--- src/rtl/sonar_ping_tx.sv ---
// ----------------------------------------------------------------------------
// sonar_ping_tx
//
// Sequences a single sonar ping. A ping has two phases:
//   1. A complementary square-wave burst on tx_p/tx_n (BURST).
//   2. An echo-listen window that strobes the receive filter (LISTEN).
// When the ping finishes normally, done pulses for one cycle and the block
// returns to IDLE.
//
// Parameters
//   N            width of half_period, listen_len, samp_div and the cycle
//                counters
//
// Ports
//   clk          single clock; all state changes on its rising edge
//   rst          asynchronous, active-high reset
//   start        one-cycle ping request; only accepted in IDLE
//   abort        ends any ping in progress; wins over start
//   half_period  carrier half-period in clk cycles (0 behaves as 1)
//   n_cycles     number of full carrier cycles in the burst
//   listen_len   length of the listen window in clk cycles
//   samp_div     sample-strobe divider in clk cycles (0 behaves as 1)
//   tx_p, tx_n   complementary transducer drive; both 0 outside BURST
//   busy         high while in BURST or LISTEN
//   sample_en    one-cycle receive strobe on every D-th LISTEN cycle
//   done         one-cycle pulse in the first IDLE cycle after a normal ping
//   state        IDLE=0, BURST=1, LISTEN=2
// ----------------------------------------------------------------------------
module sonar_ping_tx #(
    parameter int N = 16
) (
    input  logic         clk,
    input  logic         rst,
    input  logic         start,
    input  logic         abort,
    input  logic [N-1:0] half_period,
    input  logic [7:0]   n_cycles,
    input  logic [N-1:0] listen_len,
    input  logic [N-1:0] samp_div,
    output logic         tx_p,
    output logic         tx_n,
    output logic         busy,
    output logic         sample_en,
    output logic         done,
    output logic [1:0]   state
);

    typedef enum logic [1:0] {
        ST_IDLE   = 2'd0,
        ST_BURST  = 2'd1,
        ST_LISTEN = 2'd2
    } state_t;

    localparam logic [N-1:0] ONE = N'(1);

    state_t       state_q,      state_d;

    // Configuration captured when a ping is accepted. The half-period and
    // sample divider are stored as effective values, with 0 already mapped
    // to 1, so the datapath never has to handle the zero case.
    logic [N-1:0] hp_q,         hp_d;
    logic [7:0]   ncyc_q,       ncyc_d;
    logic [N-1:0] listen_q,     listen_d;
    logic [N-1:0] sdiv_q,       sdiv_d;

    // The burst is counted as (half-level index, cycle within the level).
    // Together these form an (N+9)-bit count. That is enough to reach
    // 2*255*(2^N-1) cycles without wrapping.
    logic [N-1:0] level_cnt_q,  level_cnt_d;
    logic [8:0]   half_idx_q,   half_idx_d;

    // The listen window is counted as (cycle index, phase within divider).
    logic [N-1:0] listen_cnt_q, listen_cnt_d;
    logic [N-1:0] samp_cnt_q,   samp_cnt_d;

    // Registered outputs.
    logic         tx_p_q,       tx_p_d;
    logic         tx_n_q,       tx_n_d;
    logic         busy_q,       busy_d;
    logic         sample_en_q,  sample_en_d;
    logic         done_q,       done_d;

    // Effective values of the live inputs. These are only used in the cycle
    // a start is accepted.
    logic [N-1:0] hp_in_eff;
    logic [N-1:0] sdiv_in_eff;
    logic [8:0]   last_half_idx;

    assign hp_in_eff     = (half_period == '0) ? ONE : half_period;
    assign sdiv_in_eff   = (samp_div == '0) ? ONE : samp_div;
    assign last_half_idx = {ncyc_q, 1'b0} - 9'd1;

    // Next-state and next-output logic.
    //
    // Every output is registered, so each decision here sets the values that
    // will be visible in the next cycle.
    //
    // On entry to LISTEN, the first listen cycle is "cycle 1". Its strobe is
    // therefore only set when the divider is 1.
    always_comb begin
        state_d      = state_q;
        hp_d         = hp_q;
        ncyc_d       = ncyc_q;
        listen_d     = listen_q;
        sdiv_d       = sdiv_q;
        level_cnt_d  = level_cnt_q;
        half_idx_d   = half_idx_q;
        listen_cnt_d = listen_cnt_q;
        samp_cnt_d   = samp_cnt_q;
        tx_p_d       = tx_p_q;
        tx_n_d       = tx_n_q;
        sample_en_d  = 1'b0;
        done_d       = 1'b0;

        case (state_q)
            ST_IDLE: begin
                if (start && !abort) begin
                    hp_d     = hp_in_eff;
                    ncyc_d   = n_cycles;
                    listen_d = listen_len;
                    sdiv_d   = sdiv_in_eff;
                    if (n_cycles != 8'd0) begin
                        state_d     = ST_BURST;
                        tx_p_d      = 1'b1;
                        tx_n_d      = 1'b0;
                        level_cnt_d = ONE;
                        half_idx_d  = 9'd0;
                    end else if (listen_len != '0) begin
                        state_d      = ST_LISTEN;
                        listen_cnt_d = ONE;
                        samp_cnt_d   = ONE;
                        sample_en_d  = (sdiv_in_eff == ONE);
                    end else begin
                        // Empty ping: nothing to transmit or listen for.
                        done_d = 1'b1;
                    end
                end
            end

            ST_BURST: begin
                if (level_cnt_q == hp_q) begin
                    if (half_idx_q == last_half_idx) begin
                        tx_p_d      = 1'b0;
                        tx_n_d      = 1'b0;
                        level_cnt_d = '0;
                        half_idx_d  = 9'd0;
                        if (listen_q != '0) begin
                            state_d      = ST_LISTEN;
                            listen_cnt_d = ONE;
                            samp_cnt_d   = ONE;
                            sample_en_d  = (sdiv_q == ONE);
                        end else begin
                            state_d = ST_IDLE;
                            done_d  = 1'b1;
                        end
                    end else begin
                        tx_p_d      = ~tx_p_q;
                        tx_n_d      = ~tx_n_q;
                        level_cnt_d = ONE;
                        half_idx_d  = half_idx_q + 9'd1;
                    end
                end else begin
                    level_cnt_d = level_cnt_q + ONE;
                end
            end

            ST_LISTEN: begin
                if (listen_cnt_q == listen_q) begin
                    state_d      = ST_IDLE;
                    done_d       = 1'b1;
                    listen_cnt_d = '0;
                    samp_cnt_d   = '0;
                end else begin
                    listen_cnt_d = listen_cnt_q + ONE;
                    if (samp_cnt_q == sdiv_q) begin
                        samp_cnt_d = ONE;
                    end else begin
                        samp_cnt_d = samp_cnt_q + ONE;
                    end
                    sample_en_d = (samp_cnt_d == sdiv_q);
                end
            end

            default: begin
                state_d = ST_IDLE;
                tx_p_d  = 1'b0;
                tx_n_d  = 1'b0;
            end
        endcase

        // Abort overrides everything else, including a start in IDLE.
        // The captured configuration is left in place; it is harmless
        // because the next accepted start overwrites it.
        if (abort) begin
            state_d      = ST_IDLE;
            level_cnt_d  = '0;
            half_idx_d   = 9'd0;
            listen_cnt_d = '0;
            samp_cnt_d   = '0;
            tx_p_d       = 1'b0;
            tx_n_d       = 1'b0;
            sample_en_d  = 1'b0;
            done_d       = 1'b0;
        end

        busy_d = (state_d != ST_IDLE);
    end

    // State, configuration, counter and output registers.
    always_ff @(posedge clk or posedge rst) begin
        if (rst) begin
            state_q      <= ST_IDLE;
            hp_q         <= '0;
            ncyc_q       <= 8'd0;
            listen_q     <= '0;
            sdiv_q       <= '0;
            level_cnt_q  <= '0;
            half_idx_q   <= 9'd0;
            listen_cnt_q <= '0;
            samp_cnt_q   <= '0;
            tx_p_q       <= 1'b0;
            tx_n_q       <= 1'b0;
            busy_q       <= 1'b0;
            sample_en_q  <= 1'b0;
            done_q       <= 1'b0;
        end else begin
            state_q      <= state_d;
            hp_q         <= hp_d;
            ncyc_q       <= ncyc_d;
            listen_q     <= listen_d;
            sdiv_q       <= sdiv_d;
            level_cnt_q  <= level_cnt_d;
            half_idx_q   <= half_idx_d;
            listen_cnt_q <= listen_cnt_d;
            samp_cnt_q   <= samp_cnt_d;
            tx_p_q       <= tx_p_d;
            tx_n_q       <= tx_n_d;
            busy_q       <= busy_d;
            sample_en_q  <= sample_en_d;
            done_q       <= done_d;
        end
    end

    assign tx_p      = tx_p_q;
    assign tx_n      = tx_n_q;
    assign busy      = busy_q;
    assign sample_en = sample_en_q;
    assign done      = done_q;
    assign state     = state_q;

endmodule

--- config.mk ---
export PLATFORM = sky130hd
export DESIGN_NAME = sonar_ping_tx
export DESIGN_NICKNAME = d
export VERILOG_FILES = /design/src/rtl/sonar_ping_tx.sv
export SDC_FILE = /design/constraint.sdc
export NUM_CORES = 1
export LEC_CHECK = 0
export CORE_ASPECT_RATIO = 1.75
export CORE_MARGIN = 2
export CORE_UTILIZATION = 58
export CTS_BUF_LIST = sky130_fd_sc_hd__clkbuf_4 sky130_fd_sc_hd__clkbuf_8
export DETAILED_ROUTE_END_ITERATION = 8
export PLACE_DENSITY = 0.86
export SETUP_SLACK_MARGIN = 0.4
export SLEW_MARGIN = 30
export SYNTH_ARGS = -nofsm -noshare
export SYNTH_HDL_FRONTEND = slang
export SYNTH_SLANG_ARGS = --single-unit
export TNS_END_PERCENT = 5
--- constraint.sdc ---
create_clock -name clk -period 4.8 [get_ports clk]
set_input_delay 0.96 -clock clk [delete_from_list [all_inputs] [get_ports clk]]
set_output_delay 0.96 -clock clk [all_outputs]
set_load 0.02 [all_outputs]
## Yosys cells after proc, flatten, opt, wreduce, memory -nomap -nowiden

Cells that the tools add are included.

- Flip-flop bits (word level): 120
- Input port bits: 60
- Output and inout bits: 7
- Logic and storage cells: 122

- Add/sub/neg operators: 5
- Eq/ne operators: 17
- Multiplexer cells: 68
- Bitwise gates (word level): 2
- Reductions and logical operators: 16

Operator list:

| cell | number |
|---|---|
| 2-to-1 mux 16 bit | 19 |
| case mux 16 bit (3 select lines) | 2 |
| == test 16 bit | 4 |
| adder 16 x 1 -> 16 bit, second input constant | 3 |
| 2-to-1 mux 9 bit | 5 |
| == test 16 x 1 -> 1 bit, second input constant | 2 |
| logical NOT 16 bit | 2 |
| case mux 16 bit (2 select lines) | 1 |
| nonzero test 16 bit | 2 |
| 2-to-1 mux 1 bit | 27 |
| inequality test 3 bit, second input constant | 7 |
| case mux 9 bit (2 select lines) | 1 |
| 2-to-1 mux 2 bit | 8 |
| case mux 1 bit (3 select lines) | 4 |
| adder 9 x 1 -> 9 bit, second input constant | 1 |
| == test 9 bit | 1 |
| subtractor 9 x 1 -> 9 bit, second input constant | 1 |
| AND reduction 4 bit | 2 |
| nonzero test 8 bit | 1 |
| AND reduction 7 bit | 1 |
| case mux 2 bit (3 select lines) | 1 |
| nonzero test 4 bit | 1 |
| AND reduction 3 bit | 1 |
| nonzero test 3 bit | 1 |
| 9 further kinds | 10 |

## Logic depth before layout (Yosys ltp)

Gate-level depths: netlist (run 1).

- Word-level depth: 8
- Mapped depth: 11

## Worst setup path before layout (run 1)

Ideal clock, no wire load.

- Path kind: register to register
- Start point: register ncyc_q[0]
- End point: register samp_cnt_q[5]
- Arrival time: 2.846 ns
- Slack: 1.821 ns
- Cell stages (with the launch flop): 12
- Path buffers: 2
- Path through: dfrtp_1 inv_1 ha_1 or3b_1 o31a_1 or4_1 a21o_1 o21a_1 buf_2 clkbuf_1 o31ai_1 o41ai_1

- Word-level cells in the longest chain between the ends: 4

RTL lines:

| element | RTL line | RTL |
|---|---|---|
| start: declaration | 62 | `logic [7:0] ncyc_q, ncyc_d;` |
| start signal: assignment | 229 | `ncyc_q <= ncyc_d;` |
| subtractor 9 x 1 -> 9 bit | 91 | `assign last_half_idx = {ncyc_q, 1'b0} - 9'd1;` |
| == test 9 bit | 142 | `if (half_idx_q == last_half_idx) begin` |
| inequality test 3 bit (no source line) | -- |  |
| AND reduction 7 bit (no source line) | -- |  |
| end signal: assignment | 235 | `samp_cnt_q <= samp_cnt_d;` |
| end: declaration | 74 | `logic [N-1:0] samp_cnt_q, samp_cnt_d;` |

No other way between the ends.
A chain may end at the register's enable or synchronous reset.

## Worst setup path after layout (run 1)

- Start point: register ncyc_q[0]
- End point: register listen_cnt_q[15]

- Word-level cells in the longest chain between the ends: 4

RTL lines:

| element | RTL line | RTL |
|---|---|---|
| subtractor 9 x 1 -> 9 bit | 91 |  |
| == test 9 bit | 142 |  |
| inequality test 3 bit (no source line) | -- |  |
| AND reduction 7 bit (no source line) | -- |  |
| end signal: assignment | 234 | `listen_cnt_q <= listen_cnt_d;` |
| end: declaration | 73 | `logic [N-1:0] listen_cnt_q, listen_cnt_d;` |

No other way between the ends.

==> results of run 1 <==
## cells in the mapped netlist, types with 8 or more instances
library cell	count
nand2_1	36
clkbuf_1	23
a21oi_1	16
inv_1	24
nand4_1	19
o21ai_0	27
nor2_1	52
o41ai_1	8
or3_1	9
buf_2	8
nor2b_1	11
nand3_1	27
nor4_1	31
and3_1	13
o31ai_1	35
dfrtp_1	120
nand2b_1	13
ha_1	9
mux2_2	56
nor3_1	22
o21ai_1	16
xnor2_1	30
xor2_1	50
## per-stage QoR
step	util, %	setup WS (ps)	std cells	power [µW]
detailed placement	64.9	1020	951	1680
global placement	64.9	1140	951	1660
CTS	68.8	918	983	2770
floorplan	-	654	750	1500
global route	68.9	698	983	2870
finish	68.9	845	983	2770
## cells by family (layout without fill, tap and decap cells)
logic type,Yosys count,after routing,synth area share [%]
AND/OR/NAND/NOR,261,261,19.4
AO/OA/AOI/OAI,160,160,15.2
flip-flops,120,120,41.5
XOR/XNOR,80,80,9.69
buffers and inverters,63,128,3.72
multiplexers,57,57,8.86
adder cells (fa/ha/maj),9,9,1.56
## layer usage
layer  vias up  global-route usage [%]  wire [µm]
met5         -                       0          0
met4         0                    16.1        905
met3        84                    3.95       1020
met2       305                    52.8      10400
met1      3090                    32.0       6940
li1       2883                       -          -
## power by group through the flow
stage | combinational (µW) | clock (µW) | sequential [µW]
floorplan | 293 | 0 | 1210
CTS | 432 | 1100 | 1240
global placement | 406 | 0 | 1250
detailed placement | 424 | 0 | 1260
finish | 434 | 1090 | 1240
global route | 470 | 1150 | 1250
## path summary, 6_finish.rpt
path | start | end | slack, ps | depth (start not counted)
max | ncyc_q[0] | listen_cnt_q[15] | 840 | 9
min | tx_n | tx_n | 530 | 1
max reg2reg | ncyc_q[0] | listen_cnt_q[15] | 840 | 9
min reg2reg | tx_n | tx_n | 530 | 1
max in group asynchronous | rst | listen_q[5] | 3050 | 3
min in group asynchronous | rst | half_idx_q[2] | 930 | 2
## final cells by class
type	count	area share (%)
well taps	168	2.48
multi-input cells	567	46.9
clock inverters	15	2.82
repair buffers	72	8.48
flip-flops and latches	120	35.4
inverters	24	1.09
clock buffers	17	2.76
## registers in the layout (all words and copies together) (netlist names)
register	count
hp_q	16
level_cnt_q	16
listen_cnt_q	16
listen_q	16
samp_cnt_q	16
sdiv_q	16
half_idx_q	9
ncyc_q	8
state	2
busy	1
done	1
sample_en	1
tx_n	1
tx_p	1
==> impl_metrics.py, run 1 <==
metrics = {
    "power": {
        "powerDensity_nw_per_um2": 327,
        "p_clk_share_pct": 39.4,
        "p_sw_uw": 806,
        "p_int_uw": 1970,
        "vdd_drop_max_uv": 175,
        "p_leak_uw": 0.00349,
        "seqPwrFrac_pct": 44.9,
        "comb_power_share_pct": 15.7,
        "swShare_pct": 29.1,
    },
    "synthesis": {
        "synth.top_cells.by_area": "dfrtp_1 (42%), mux2_2 (8.7%), xor2_1 (6.1%)",
        "synth-seq-cells": 120,
        "async_reset_ff_share_pct": 100,
        "yosysTopAreaCell": "dfrtp_1",
        "seq_area_frac_synth_pct": 41.5,
        "syn-instance-count": 750,
        "synth_top_area_share_pct": 41.5,
        "syn_nets": 819,
        "ys_warn_count": 0,
        "yosys_most_used_dff": "dfrtp_1",
        "synth_cell_type_count": 65,
        "syn_area_um2": 7230,
        "synth_edf_count": 0,
        "avgSynthCellArea_um2": 9.64,
    },
    "placement": {
        "dp_hpwl_um": 13800,
        "port_buffers": 66,
        "gp_congestion": 0.912,
        "post_dp_cell_area_um2": 7990,
    },
    "cts": {
        "cts_root_buffer": "clkbuf_8",
        "cts_max_level": 4,
        "cts_buffers": 17,
        "clockBufferDepth": 2,
        "cts_num_sinks": 120,
        "cts_tree": "built",
        "post_cts_buffers": 0,
        "postCtsResizedCells": 0,
        "clk_pin_slew_ps": 80,
        "hold_buffers": 0,
        "insertion_delay_ps": 450,
    },
    "setup_path": {
        "cp-end-kind": "register",
        "crit_required_ps": 5100,
        "critPathSlowestCell": "or3_4",
        "critical_path.cell_chain": "inv_1 -> ha_1 -> or3b_1 -> o31a_1 -> or4_1 -> a21o_1 -> o21a_1 -> or3_4 -> o41ai_1",
        "crit_arrival_ps": 4250,
        "crit_buf_inv": 1,
        "critical-path-top-delay-family": "compound AO/OA/AOI/OAI gates",
        "cpPeakStageDelay_ps": 600,
        "path_max_fanout": 23,
        "cp-start-kind": "register",
        "criticalPathCategory": "reg -> reg",
    },
    "global_routing": {
        "track_usage_pct": 29.2,
        "antenna_found_initial": 0,
        "grt_max_degree": 79,
        "grt_pass1_vias": 6421,
        "grt_pass1_wl_um": 30600,
        "overflow": 0,
    },
    "final_layout": {
        "regArea_um2": 3000,
        "finalInstanceArea_um2": 8470,
        "finish.net_count": 871,
        "area_growth_pct": 17.2,
        "diodes": 0,
        "fillers": 904,
        "layout-drive-gt1-share_pct": 12.8,
        "final_common_cell": "dfrtp_1",
        "multiInputGateArea_um2": 3980,
        "final_cell_mix": "dfrtp_1 (120), clkdlybuf4s50_1 (66), mux2_2 (56)",
    },
    "sta": {
        "rsz0062_at_grt": "no",
        "skew_ps": 12.6,
        "setup_violations": 0,
        "period_needed_ps": 3960,
        "finalCritPeriodShare_pct": 82.4,
        "hold_slack_ps": 526,
        "tightest_slew_ps": 856,
        "report.final.slew_viol_count": 0,
        "setup_tns_ps": 0,
        "clock.fmax_ghz": 0.253,
        "hold_viol": 0,
        "slew_headroom_pct": 43.0,
    },
    "die": {
        "dieWidth_um": 88.4,
        "die_h_um": 152,
        "io_pins": 67,
        "fp-row-count": 54,
        "core_um2": 12300,
        "die_area_um2": 13400,
        "start_util_pct": 58.8,
    },
    "route": {
        "routed_wl_um": 19300,
        "postRouteAntennaNets": 0,
        "drt_iter0_markers": 472,
        "wl_per_cell_um": 19.6,
        "dr.pass1.iters": 5,
        "dr_total_vias": 6362,
        "via_per_inst": 6.47,
        "drc_errors": 0,
    },
    "hold_path": {
        "min_path_type": "reg -> reg",
    },
    "run": {
        "cap_violations": 0,
    },
    "outcome": {
        "status": "finished, final reports clean",
    },
}
Power figures use the tool's default switching activity.
==> inputs of run 2 (changes only) <==
CORE_UTILIZATION = 54   (was 58)
PLACE_DENSITY = 0.85   (was 0.86)
clock period = 3.4 ns   (was 4.8 ns; I/O delays follow)
==> run 2 against run 1 <==
Non-clock buffer count rose by 29; clock skew rose by 5.5 ps; first-iteration DRC count rose by 6.1%; power rose by 37%; setup slack worse by 530 ps; critical path type unchanged.
==> impl_metrics.py, run 2 (synthesized netlist as in run 1, its figures left out) <==
metrics = {
    "placement": {
        "place_inst": 977,
        "port_buffers": 66,
        "post_dp_cell_area_um2": 8160,
        "pre_cts_ws_ps": 98.4,
        "dp_hpwl_um": 14000,
        "gp_congestion": 0.903,
    },
    "setup_path": {
        "cp-start-kind": "register",
        "criticalPathCategory": "reg -> reg",
        "worst-r2r-cell-count": 10,
        "r2r_setup_slack_ps": 310,
        "cp-end-kind": "register",
        "crit_required_ps": 3760,
        "r2r_start": "ncyc_q[1]",
        "r2r-end": "listen_cnt_q[13]",
        "crit_arrival_ps": 3440,
        "path_max_fanout": 8,
    },
    "sta": {
        "clock.fmax_ghz": 0.324,
        "setup_violations": 0,
        "final.setup.worst_slack_ps": 315,
        "report.final.slew_viol_count": 0,
        "finalCritPeriodShare_pct": 90.7,
        "rsz0062_at_grt": "yes",
        "tightest_slew_ps": 686,
        "skew_ps": 18.1,
        "hold_slack_ps": 524,
        "setup_tns_ps": 0,
        "period_needed_ps": 3090,
        "hold_viol": 0,
        "slew_headroom_pct": 53.9,
    },
    "route": {
        "dr.pass1.iters": 6,
        "via_per_inst": 6.33,
        "routed_wl_um": 19800,
        "drc_errors": 0,
        "drt_iter0_markers": 501,
        "dr_total_vias": 6448,
        "wl_per_cell_um": 19.5,
        "postRouteAntennaNets": 0,
    },
    "final_layout": {
        "finish.net_count": 900,
        "finalInstanceArea_um2": 8810,
        "area_growth_pct": 21.8,
        "layout-drive-gt1-share_pct": 18.5,
        "diodes": 0,
        "final_cell_mix": "dfrtp_1 (119), clkdlybuf4s50_1 (66), mux2_2 (56)",
        "final_common_cell": "dfrtp_1",
        "fin_cells": 1018,
    },
    "cts": {
        "insertion_delay_ps": 450,
        "clockBufferDepth": 2,
        "cts_num_sinks": 120,
        "clk_pin_slew_ps": 70,
        "cts_root_buffer": "clkbuf_8",
        "cts_buffers": 17,
        "cts_max_level": 4,
        "cts_tree": "built",
    },
    "die": {
        "start_util_pct": 54.6,
        "fp-row-count": 56,
        "die_h_um": 157,
        "core_um2": 13200,
        "dieWidth_um": 91.5,
        "die_area_um2": 14400,
        "io_pins": 67,
    },
    "power": {
        "vdd_drop_max_uv": 232,
        "powerDensity_nw_per_um2": 430,
        "p_leak_uw": 0.00367,
    },
    "global_routing": {
        "grt_pass1_vias": 6650,
        "grt_max_degree": 65,
        "antenna_found_initial": 0,
        "track_usage_pct": 28.0,
        "grt_use_met1_pct": 30.5,
        "grt_pass1_wl_um": 32300,
        "met3_usage_pct": 4.74,
        "met2_usage_pct": 51.5,
        "overflow": 0,
        "top_usage_layer": "met2",
    },
    "hold_path": {
        "min_path_type": "reg -> reg",
        "hold_end": "tx_n",
        "min_path_cells": 1,
        "holdCritStartpoint": "tx_n",
    },
    "run": {
        "cap_violations": 0,
    },
    "outcome": {
        "status": "finished, final reports clean",
    },
}
==> run 2: metal layers <==
layer | up-vias | part of all wire, %
li1 | 2938 | -
met1 | 3168 | 37
met2 | 262 | 54
met3 | 80 | 4.5
met4 | 0 | 4.6
met5 | - | 0
==> run 2: critical path, cell delays in order, from the launching register on <==
cell	delay, ps
dfrtp_1	400
inv_2	70
ha_4	130
or3b_4	390
o31a_1	310
or4_4	480
a21o_4	210
o21a_1	190
or3_4	450
buf_6	160
o31ai_2	200
==> run 2: power breakdown <==
group	leakage [µW]	switching (µW)	total [µW]	internal, µW
combinational	0.00192	309	659	350
sequential	0.00154	187	1750	1560
clock	0.000204	641	1380	738
total	0.00367	1140	3790	2650
==> run 2: through the flow <==
step | power, µW | utilization, %
after global routing | 3950 | 66.5
after global placement | 2360 | 61.6
after CTS | 3780 | 65.5
after floorplan | 2120 | -
final | 3790 | 66.5
after detailed placement | 2390 | 61.6
==> run 2: how the worst max path moves through the flow <==
stage | startpoint | to | slack (ps) | cells after the start
floorplan | ncyc_q[0] | samp_cnt_q[5] | 420 | 11
global placement | ncyc_q[0] | listen_cnt_q[0] | 240 | 10
detailed placement | ncyc_q[0] | listen_cnt_q[15] | 100 | 9
CTS | ncyc_q[0] | listen_cnt_q[14] | 290 | 10
global route | ncyc_q[1] | listen_cnt_q[13] | 220 | 10
finish | ncyc_q[1] | listen_cnt_q[13] | 310 | 10
==> run 2: area by class of cell <==
type | count | area, µm²
Tap cell | 174 | 218
Clock buffer | 17 | 234
Timing Repair Buffer | 101 | 963
Sequential cell | 120 | 3000
Multi-Input combinational cell | 567 | 4110
Clock inverter | 15 | 188
Fill cell | 992 | 4440
Inverter | 24 | 93.8
==> run 2: timing repair <==
item,CTS,global route
buffers inserted,7,2
hold endpoints to repair,0,0
gates resized for setup,9,23
setup endpoints to repair,38,38
pin swaps,2,8
hold buffers,0,0
